==> src/rtl/mem_arbiter.sv <==
// Two-port arbiter in front of the unified instruction/data memory: serialises
// CPU and loader accesses, round-robin on ties, and hides the fixed read latency.
module mem_arbiter #(
  parameter int ADDR_W = 32,
  parameter int DATA_W = 32,
  parameter int RD_LAT = 2
) (
  input  logic              clk_100M,
  input  logic              rst_n,
  input  logic              cpu_req,
  input  logic              cpu_we,
  input  logic [ADDR_W-1:0] cpu_addr,
  input  logic [DATA_W-1:0] cpu_wdata,
  output logic              cpu_ack,
  output logic [DATA_W-1:0] cpu_rdata,
  input  logic              dbg_req,
  input  logic              dbg_we,
  input  logic [ADDR_W-1:0] dbg_addr,
  input  logic [DATA_W-1:0] dbg_wdata,
  output logic              dbg_ack,
  output logic [DATA_W-1:0] dbg_rdata,
  output logic              mem_en,
  output logic              mem_we,
  output logic [ADDR_W-1:0] mem_addr,
  output logic [DATA_W-1:0] mem_wdata,
  input  logic [DATA_W-1:0] mem_rdata,
  output logic              busy,
  output logic              owner
);
  localparam int CNT_W = $clog2(RD_LAT + 1);

  localparam logic [1:0] S_IDLE  = 2'd0;
  localparam logic [1:0] S_ISSUE = 2'd1;
  localparam logic [1:0] S_WAIT  = 2'd2;
  localparam logic [1:0] S_RESP  = 2'd3;

  typedef struct packed {
    logic              we;
    logic [ADDR_W-1:0] addr;
    logic [DATA_W-1:0] wdata;
  } req_t;

  logic [1:0]        state;
  logic [CNT_W-1:0]  cnt;
  logic              own;
  logic              last_owner;
  req_t              req_q;
  req_t              req_sel;
  logic [DATA_W-1:0] cpu_rdata_q;
  logic [DATA_W-1:0] dbg_rdata_q;
  logic              any_req;
  logic              pick_dbg;

  // On a tie the port that did not own the last transaction wins.
  assign any_req  = cpu_req | dbg_req;
  assign pick_dbg = dbg_req & (~cpu_req | ~last_owner);

  always_comb begin
    req_sel = pick_dbg ? {dbg_we, dbg_addr, dbg_wdata}
                       : {cpu_we, cpu_addr, cpu_wdata};
  end

  always_ff @(posedge clk_100M or negedge rst_n) begin
    if (!rst_n) begin
      state       <= S_IDLE;
      cnt         <= '0;
      own         <= 1'b0;
      last_owner  <= 1'b1;
      req_q       <= '0;
      cpu_rdata_q <= '0;
      dbg_rdata_q <= '0;
    end else begin
      case (state)
        S_IDLE: begin
          if (any_req) begin
            own   <= pick_dbg;
            req_q <= req_sel;
            state <= S_ISSUE;
          end
        end
        S_ISSUE: begin
          if (req_q.we) begin
            state <= S_RESP;
          end else begin
            cnt   <= CNT_W'(RD_LAT - 1);
            state <= S_WAIT;
          end
        end
        S_WAIT: begin
          // cnt reaches zero in the cycle ISSUE+RD_LAT, when read data is valid
          if (cnt == '0) begin
            if (own) dbg_rdata_q <= mem_rdata;
            else     cpu_rdata_q <= mem_rdata;
            state <= S_RESP;
          end else begin
            cnt <= cnt - CNT_W'(1);
          end
        end
        S_RESP: begin
          last_owner <= own;
          state      <= S_IDLE;
        end
        default: state <= S_IDLE;
      endcase
    end
  end

  assign mem_en    = (state == S_ISSUE);
  assign mem_we    = (state == S_ISSUE) & req_q.we;
  assign mem_addr  = req_q.addr;
  assign mem_wdata = req_q.wdata;
  assign busy      = (state != S_IDLE);
  assign owner     = own;
  assign cpu_ack   = (state == S_RESP) & ~own;
  assign dbg_ack   = (state == S_RESP) & own;
  assign cpu_rdata = cpu_rdata_q;
  assign dbg_rdata = dbg_rdata_q;

endmodule

==> config.mk <==
export PLATFORM = sky130hd
export DESIGN_NAME = mem_arbiter
export DESIGN_NICKNAME = d
export VERILOG_FILES = /design/src/rtl/mem_arbiter.sv
export SDC_FILE = /design/constraint.sdc
export NUM_CORES = 1
export LEC_CHECK = 0
export CORE_UTILIZATION = 35
export CTS_CLUSTER_SIZE = 16
export DETAILED_ROUTE_END_ITERATION = 8
export PLACE_DENSITY_LB_ADDON = 0.3
export RECOVER_POWER = 25
export SLEW_MARGIN = 10
export SYNTH_ARGS = -nofsm -noshare
export SYNTH_HDL_FRONTEND = slang
export SYNTH_SLANG_ARGS = --single-unit
==> constraint.sdc <==
create_clock -name clk_100M -period 2.4 [get_ports clk_100M]
set_clock_uncertainty 0.05 [all_clocks]
set_input_delay 0.48 -clock clk_100M [delete_from_list [all_inputs] [get_ports clk_100M]]
set_output_delay 0.48 -clock clk_100M [all_outputs]
set_load 0.02 [all_outputs]
==> results of run 1 <==
-- sequential cells by signal, indices dropped and copies added (netlist names) --
signal / count
cpu_rdata: 32
dbg_rdata: 32
mem_addr: 32
mem_wdata: 32
cnt: 2
state: 2
last_owner: 1
owner: 1
req_q: 1
-- area by class of cell --
class	instances	area [sq um]	share of cell area [%]
inverter	6	22.52	0.2321
timing repair buffer	312	3171	32.68
clock buffer	19	442.9	4.565
clock inverter	13	167.7	1.728
tap	225	281.5	2.901
multi-input combinational	355	2238	23.07
sequential	135	3379	34.83
-- cells by family (layout without fill, tap and decap cells) --
kind of cell,count (synthesis),after routing,synth area share [%]
DFF,135,135,53.37
AOI/OAI and AO/OA,139,139,11.26
buffers and inverters,105,350,11.66
adders and majority gates,6,6,1.186
muxes,67,67,13.69
and+or+nand+nor,143,143,8.832
-- what timing repair did --
item / 4_1_cts / 5_1_grt
cloned: 0 / 0
endpoints found under the setup margin: 2 / 1
hold buffers: 1 / 0
hold endpoints to repair: 47 / 0
resized for setup: 2 / 1
-- layer usage --
layer / part of all wire [%] / global-route usage [%] / vias up
li1: - / - / 2392
met1: 41 / 22.17 / 2391
met2: 48 / 29.44 / 217
met3: 9.8 / 7.074 / 22
met4: 1.7 / 7.037 / 0
met5: 0 / 0 / -
-- cells in the final DEF, fill, tap and decap left out, types with 2 or more instances in the layout --
master	instances
nand3_1	2
clkdlybuf4s50_1	295
buf_12	6
mux2_2	37
clkinv_4	2
bufinv_16	3
nand2_1	68
inv_6	4
buf_4	4
inv_1	6
ha_1	6
dlygate4sd2_1	2
nor2_1	67
clkbuf_16	17
mux2_4	30
clkinvlp_4	2
buf_6	2
clkinv_2	2
a21oi_1	131
dfrtp_1	134
-- where the power goes --
| part | leakage [nW] | internal (mW) | switching, mW |
|---|---|---|---|
| clock | 0.295 | 1.68 | 1.02 |
| combinational | 2.38 | 3.41 | 3.28 |
| sequential | 1.54 | 3.45 | 0.625 |
-- worst paths after layout --
| check | end | slack [ns] | depth (start not counted) |
|---|---|---|---|
| max | dbg_ack | 0.1 | 3 |
| min | dbg_rdata[31]$_DFFE_PN0P_ | 0.45 | 1 |
| max reg2reg | cpu_rdata[19]$_DFFE_PN0P_ | 0.46 | 6 |
| min reg2reg | dbg_rdata[31]$_DFFE_PN0P_ | 0.45 | 1 |
| max in group asynchronous | mem_wdata[24]$_DFFE_PN0P_ | 0.38 | 3 |
| min in group asynchronous | dbg_rdata[14]$_DFFE_PN0P_ | 0.85 | 2 |
-- metrics by stage --
stage / instances / cell area (sq um) / hold WS, ns / setup slack (ns) / util, %
after floorplan: 595 / 6332 / 0.1344 / 0.7166 / -
after global placement: 1032 / 9106 / 0.4170 / 0.4064 / 52.10
after detailed placement: 1032 / 9106 / 0.4224 / 0.3603 / 52.10
after CTS: 1065 / 9724 / 0.4565 / 0.03393 / 55.64
after global routing: 1065 / 9703 / 0.4704 / 0.02004 / 55.52
final: 1065 / 9703 / 0.4526 / 0.09600 / 55.52
-- synth_stat cells --
master	number	area [sq um]
a211o_1	1	8.760
a21bo_2	1	10.01
a21boi_1	1	7.510
a21oi_1	131	655.6
a22oi_1	1	7.510
and2_1	1	6.260
and2b_2	1	8.760
and3_2	1	7.510
buf_12	3	60.06
buf_2	20	100.1
buf_4	70	525.5
buf_6	1	11.26
clkbuf_1	5	18.77
dfrtp_1	134	3353
dfstp_2	1	26.28
ha_1	6	75.07
inv_1	6	22.52
mux2_2	37	416.7
mux2_4	30	450.4
nand2_1	68	255.2
nand3_1	2	10.01
nor2_1	67	251.5
nor2b_1	1	6.260
nor3b_1	1	7.510
o21a_1	1	7.510
o21ai_0	1	5.000
o21ai_1	1	5.000
o22ai_1	1	6.260
or2_1	1	6.260
==> results.tsv, run 1 <==
metric	value	unit
maxCapViolCount	0	
cts_num_sinks	135	
core	17480	sq um
finalWirelength	16.86	mm
final_nets	999	
hpwl	11.82	mm
synth.net_count	767	
crit_buf_inv	1	
slew_headroom	13.09	%
ioPinCount	300	
required	1.87	ns
viasPerCell	4.715	
synth_warnings	0	
fin_tns_setup	0	ns
grt_max_degree	51	
die_x	136.5	um
critical_path.slowest_cell	clkdlybuf4s50_1	
cts_buffers	17	
peakVddDrop	815.2	uV
cts_root_buffer	clkbuf_16	
die_y	136.5	um
fillCellCount	1523	
period_share	96.00	%
io_buffer_count	299	
powerDensity	1386	nW/um^2
hold_viol_final	0	
fmax	434.0	MHz
synth_cell_types	29	
place_congestion	0.7700	
avgSynthCellArea	10.64	sq um
seq_area_frac_synth	53.37	%
post-route-drc-count	0	
rsz0062_at_grt	no	
dieArea	18630	sq um
firstDrtPassIters	4	
cp_slowest_stage_delay	0.62	ns
grt_pass1_vias	5101	
min-delay-start	dbg_rdata[31]$_DFFE_PN0P_	
via_count	5022	
antenna_found_initial	0	
crit_path_start	state[1]$_DFFE_PN0P_	
min_path_type	register to register	
drt_iter0_markers	144	
slew_violations	0	
crit_family	buffers and inverters	
worstMarginPinSlew	1.304	ns
start_kind	register	
globalRoute.totalOverflow	0	
path_class	register to output port	
syn_area	6332	sq um
cts_tree	done	
synth_cells	595	
critPathArrivalTime	1.77	ns
num_antenna_cells	0	
cts_buffer_depth	2	
status	finished clean	
area_growth	53.23	%
ys_ff_latch	135	
clk_latency	0.40	ns
grt_usage	18.36	%
grt_pass1_wl	26.10	mm
crit_chain	ha_1 -> and2_1 -> clkdlybuf4s50_1	
start_util	36.23	%
wl_per_cell	15.83	um
finalSetupViolCount	0	
endpoint_kind	output port	
h-tree-depth	4	
period_minus_slack	2.304	ns
layout-drive-gt1-share	14.17	%
num_rows	48	
cp_max_fo	5	
path_clk_slew	0.06	ns
postCtsSetupBuffers	0	
final_antenna_net_count	0	
p_leak	4.216	nW
power	13.45	mW
rr_startpoint	state[0]$_DFFE_PN0P_	
(Power assumes the default switching activity.)
==> run 2: changes to the inputs <==
Settings changed: CORE_MARGIN set to 2.
==> run 2 against run 1 <==
Effect of this change:
- maximum frequency is 0.29% higher
- utilization is 1.4 points lower
- sequential power hardly changed
- worst setup slack better by 0.0067 ns
- flip-flop and latch count stayed put
- sequential share of layout area is 0.15 points higher
- register-to-register slack hardly changed
- combinational power is 0.9% higher
- cell count is 0.38% higher
- count of clock-buffer cells in the layout is 2 higher
- critical path type unchanged
- critical endpoint is now mem_en
==> results.tsv, run 2 (synthesis gave the netlist of run 1 again) <==
metric	value	unit
status	finished clean	
post-route-drc-count	0	
hpwl	12.35	mm
fmax	435.3	MHz
crit-reg2reg-capture	cpu_rdata[6]$_DFFE_PN0P_	
antenna_found_initial	0	
endpoint_kind	output port	
final_common_cell	clkdlybuf4s50_1	
ioPinCount	300	
cts_buffers	17	
cts_root_buffer	clkbuf_16	
period_minus_slack	2.297	ns
cts_tree	done	
path_class	register to output port	
fillCellCount	1590	
cp_max_fo	5	
crit_path_start	state[1]$_DFFE_PN0P_	
maxCapViolCount	0	
rsz0062_at_grt	no	
grt_pass1_vias	5206	
place_congestion	0.8237	
num_antenna_cells	0	
required	1.87	ns
start_util	35.49	%
final_antenna_net_count	0	
rr_worst_depth	6	
firstDrtPassIters	4	
die_y	138.5	um
crit_end	mem_en	
h-tree-depth	4	
clk_latency	0.41	ns
combPwrFrac	50.6	%
area_growth	52.58	%
drt_iter0_markers	275	
r2r_setup_slack	0.46	ns
p_sw	4.962	mW
hold_viol_final	0	
viasPerCell	4.720	
dieArea	19180	sq um
dp.cells	1037	
period_share	95.72	%
hold_ws	0.4512	ns
globalRoute.totalOverflow	0	
grt_max_degree	67	
finish.utilization	54.16	%
layout_common_cells	294 x clkdlybuf4s50_1, 134 x dfrtp_1, 131 x a21oi_1	
peakVddDrop	764.4	uV
wl_per_cell	16.55	um
place_area	9106	sq um
final_nets	1000	
slew_headroom	1.477	%
cts_buffer_depth	2	
intPower	8.362	mW
powerDensity	1379	nW/um^2
die_x	138.5	um
grt_usage	18.42	%
slew_violations	0	
cts_num_sinks	135	
fin_tns_setup	0	ns
num_rows	49	
finalWirelength	17.70	mm
via_count	5046	
core	17840	sq um
stdcell_count	1069	
io_buffer_count	299	
switching_share	37.24	%
rr_startpoint	state[0]$_DFFE_PN0P_	
critPathArrivalTime	1.77	ns
stdcell_area	9662	sq um
layout-drive-gt1-share	14.17	%
p_seq_share	30.6	%
min_path_type	register to register	
start_kind	register	
clkPwrFrac	18.8	%
worstMarginPinSlew	1.478	ns
p_leak	4.193	nW
grt_pass1_wl	28.19	mm
finalSetupViolCount	0	
path_clk_slew	0.06	ns
[run 2: cell count changes in the layout (fill, tap and decap cells not counted), sizes merged]
cell	previous run	this run
clkbuf	20	24
inv	10	8
clkinv	4	3
buf	12	11
dlygate4sd2	2	3
bufinv	3	1
clkdlybuf4s50	295	294
clkinvlp	2	4
[run 2: cell type report]
class	count	area [sq um]	area share (%)
Sequential cell	135	3379	34.98
Timing Repair Buffer	313	3168	32.79
Multi-Input combinational cell	355	2238	23.17
Clock buffer	21	470.5	4.869
Tap cell	229	286.5	2.966
Clock inverter	10	96.34	0.9972
Inverter	6	22.52	0.2331
[run 2: critical path, stage by stage (launching register included)]
cell             delay, ns
dfrtp_1               0.42
inv_1                 0.12
ha_1                  0.18
clkdlybuf4s50_1       0.64
[run 2: how the worst min path moves through the flow]
| stage | startpoint | to | depth (start not counted) |
|---|---|---|---|
| 5_1_grt | dbg_rdata[31]$_DFFE_PN0P_ | dbg_rdata[31]$_DFFE_PN0P_ | 1 |
| 3_5_place_dp | rst_n | mem_wdata[17]$_DFFE_PN0P_ | 1 |
| 2_1_floorplan | rst_n | cnt[0]$_DFFE_PN0P_ | 0 |
| 6_report | cpu_rdata[0]$_DFFE_PN0P_ | cpu_rdata[0]$_DFFE_PN0P_ | 1 |
| 3_3_place_gp | rst_n | mem_wdata[17]$_DFFE_PN0P_ | 1 |
| 4_1_cts | cpu_rdata[0]$_DFFE_PN0P_ | cpu_rdata[0]$_DFFE_PN0P_ | 1 |
[run 2: through the flow]
step | power [mW] | setup slack (ns)
final | 13.32 | 0.1027
after global routing | 14.09 | 0.01717
after CTS | 13.49 | 0.006430
after detailed placement | 10.91 | 0.3124
after global placement | 10.80 | 0.3726
after floorplan | 8.364 | 0.7166
[run 2: per-layer routing]
layer	GRT usage, %	wire [um]
met1	22.37	7413
met2	30.93	8597
met3	5.992	1287
met4	6.391	397
met5	0	0
[run 2: power by group through the flow]
| stage | clock network [mW] | registers [mW] | logic, mW |
|---|---|---|---|
| 2_1_floorplan | 0 | 4.70 | 3.67 |
| 3_3_place_gp | 0 | 4.08 | 6.72 |
| 3_5_place_dp | 0 | 4.10 | 6.81 |
| 4_1_cts | 2.58 | 4.09 | 6.82 |
| 5_1_grt | 2.67 | 4.24 | 7.17 |
| 6_report | 2.51 | 4.08 | 6.74 |
[run 2: what timing repair did]
item / in CTS / in global routing
endpoints found under the setup margin: 3 / 1
setup buffers: 0 / 0
hold buffers: 1 / 0
hold endpoints to repair: 22 / 0
resized for setup: 3 / 1
==> run 3: changes to the inputs <==
Settings changed: CELL_PAD_IN_SITES_DETAIL_PLACEMENT set to 0, CELL_PAD_IN_SITES_GLOBAL_PLACEMENT set to 1, CORE_UTILIZATION 35 to 30.
==> run 3 against run 2 <==
Effect of this change:
- register-to-register slack improved by 0.11 ns
- non-clock buffer count up 2
- combinational power about the same
- worst setup slack gained 0.11 ns
- worst hold slack lost 0.00066 ns
- wire length rose by 3.0%
- global-route usage shrank 2.1 points
- largest cell class unchanged
- highest routed layer unchanged
==> results.tsv, run 3 (synthesis gave the netlist of run 1 again) <==
metric	value	unit
maxCapViolCount	0	
period_share	91.31	%
drt_iter0_markers	223	
cts_buffer_depth	2	
layout-drive-gt1-share	14.47	%
cts_buffers	17	
layout_common_cells	293 x clkdlybuf4s50_1, 134 x dfrtp_1, 131 x a21oi_1	
dp.cells	1085	
grt_pass1_wl	28.30	mm
area_growth	54.16	%
start_util	30.31	%
h-tree-depth	4	
stdcell_count	1118	
crit-reg2reg-capture	cpu_rdata[29]$_DFFE_PN0P_	
firstDrtPassIters	4	
wl_per_cell	16.31	um
antenna_found_initial	0	
cts_tree	done	
clk_latency	0.41	ns
die_y	149.3	um
worstMarginPinSlew	1.174	ns
fmax	456.3	MHz
path_class	register to output port	
grt_pass1_vias	5142	
grt_max_degree	52	
start_kind	register	
via_count	4936	
core	20890	sq um
cts_num_sinks	135	
viasPerCell	4.415	
r2r_setup_slack	0.57	ns
endpoint_kind	output port	
num_antenna_cells	0	
dieArea	22290	sq um
fin_tns_setup	0	ns
post-route-drc-count	0	
slew_violations	0	
place_congestion	0.7522	
final_nets	1002	
path_clk_slew	0.06	ns
finalWirelength	18.23	mm
finalSetupViolCount	0	
p_leak	4.233	nW
critPathArrivalTime	1.66	ns
period_minus_slack	2.191	ns
required	1.87	ns
powerDensity	1377	nW/um^2
final_common_cell	clkdlybuf4s50_1	
postCtsSetupBuffers	0	
final_antenna_net_count	0	
io_buffer_count	299	
rr_worst_depth	6	
slew_headroom	21.76	%
num_rows	53	
grt_usage	16.35	%
ioPinCount	300	
status	finished clean	
peakVddDrop	549.2	uV
globalRoute.totalOverflow	0	
hpwl	12.78	mm
rr_startpoint	state[0]$_DFFE_PN0P_	
fillCellCount	2029	
cts_root_buffer	clkbuf_16	
die_x	149.3	um
cp_max_fo	5	
min_path_type	primary input to asynchronous set/reset pin	
rsz0062_at_grt	no	
hold_viol_final	0	
run 3: area by class of cell:
class	count	area [sq um]	share of cell area [%]
Sequential cell	135	3379	34.62
Timing Repair Buffer	315	3188	32.66
Multi-Input combinational cell	355	2238	22.93
Clock buffer	18	429.2	4.396
Tap cell	275	344.1	3.525
Clock inverter	14	160.2	1.641
Inverter	6	22.52	0.2307
run 3: power by group:
part | leakage, nW | internal [mW] | switching [mW]
clock network | 0.281 | 1.56 | 1.07
logic | 2.41 | 3.41 | 3.33
registers | 1.54 | 3.45 | 0.616
total | 4.23 | 8.42 | 5.02
run 3: repair_timing:
item	in CTS	in global routing
hold buffers	1	0
gates resized for setup	3	2
endpoints found under the hold margin	26	0
setup endpoints to repair	3	2
run 3: routing by layer:
layer	share of wire (%)	track usage (%)	routed length, um
met1	43	20.41	7763
met2	49	26.89	8884
met3	7.0	4.985	1277
met4	1.7	5.667	308
met5	0	0	0
run 3: worst max path at each step:
stage,from,to,cells past startpoint
final,state[1]$_DFFE_PN0P_,mem_we,5
after global routing,state[1]$_DFFE_PN0P_,mem_we,5
after CTS,state[1]$_DFFE_PN0P_,dbg_ack,3
after detailed placement,cpu_req,mem_addr[1]$_DFFE_PN0P_,5
after global placement,cpu_req,mem_wdata[19]$_DFFE_PN0P_,5
after floorplan,state[0]$_DFFE_PN0P_,cpu_rdata[10]$_DFFE_PN0P_,7
run 3: metrics by stage:
step	worst slack [ns]	hold WS [ns]	utilization [%]	total power, mW	cell area (sq um)
after floorplan	0.7166	0.1344	-	8.364	6332
after global placement	0.3449	0.3442	44.00	10.89	9191
after detailed placement	0.2944	0.3417	44.00	10.96	9191
after CTS	0.004586	0.4546	46.85	13.67	9787
after global routing	0.07831	0.4583	46.73	14.29	9762
final	0.2086	0.4505	46.73	13.44	9762
run 3: critical path, cell delays in order, from the launching register on:
cell	delay, ns
dfrtp_1	0.42
inv_1	0.12
ha_1	0.17
nand2_1	0.10
inv_1	0.07
dlygate4sd2_1	0.35
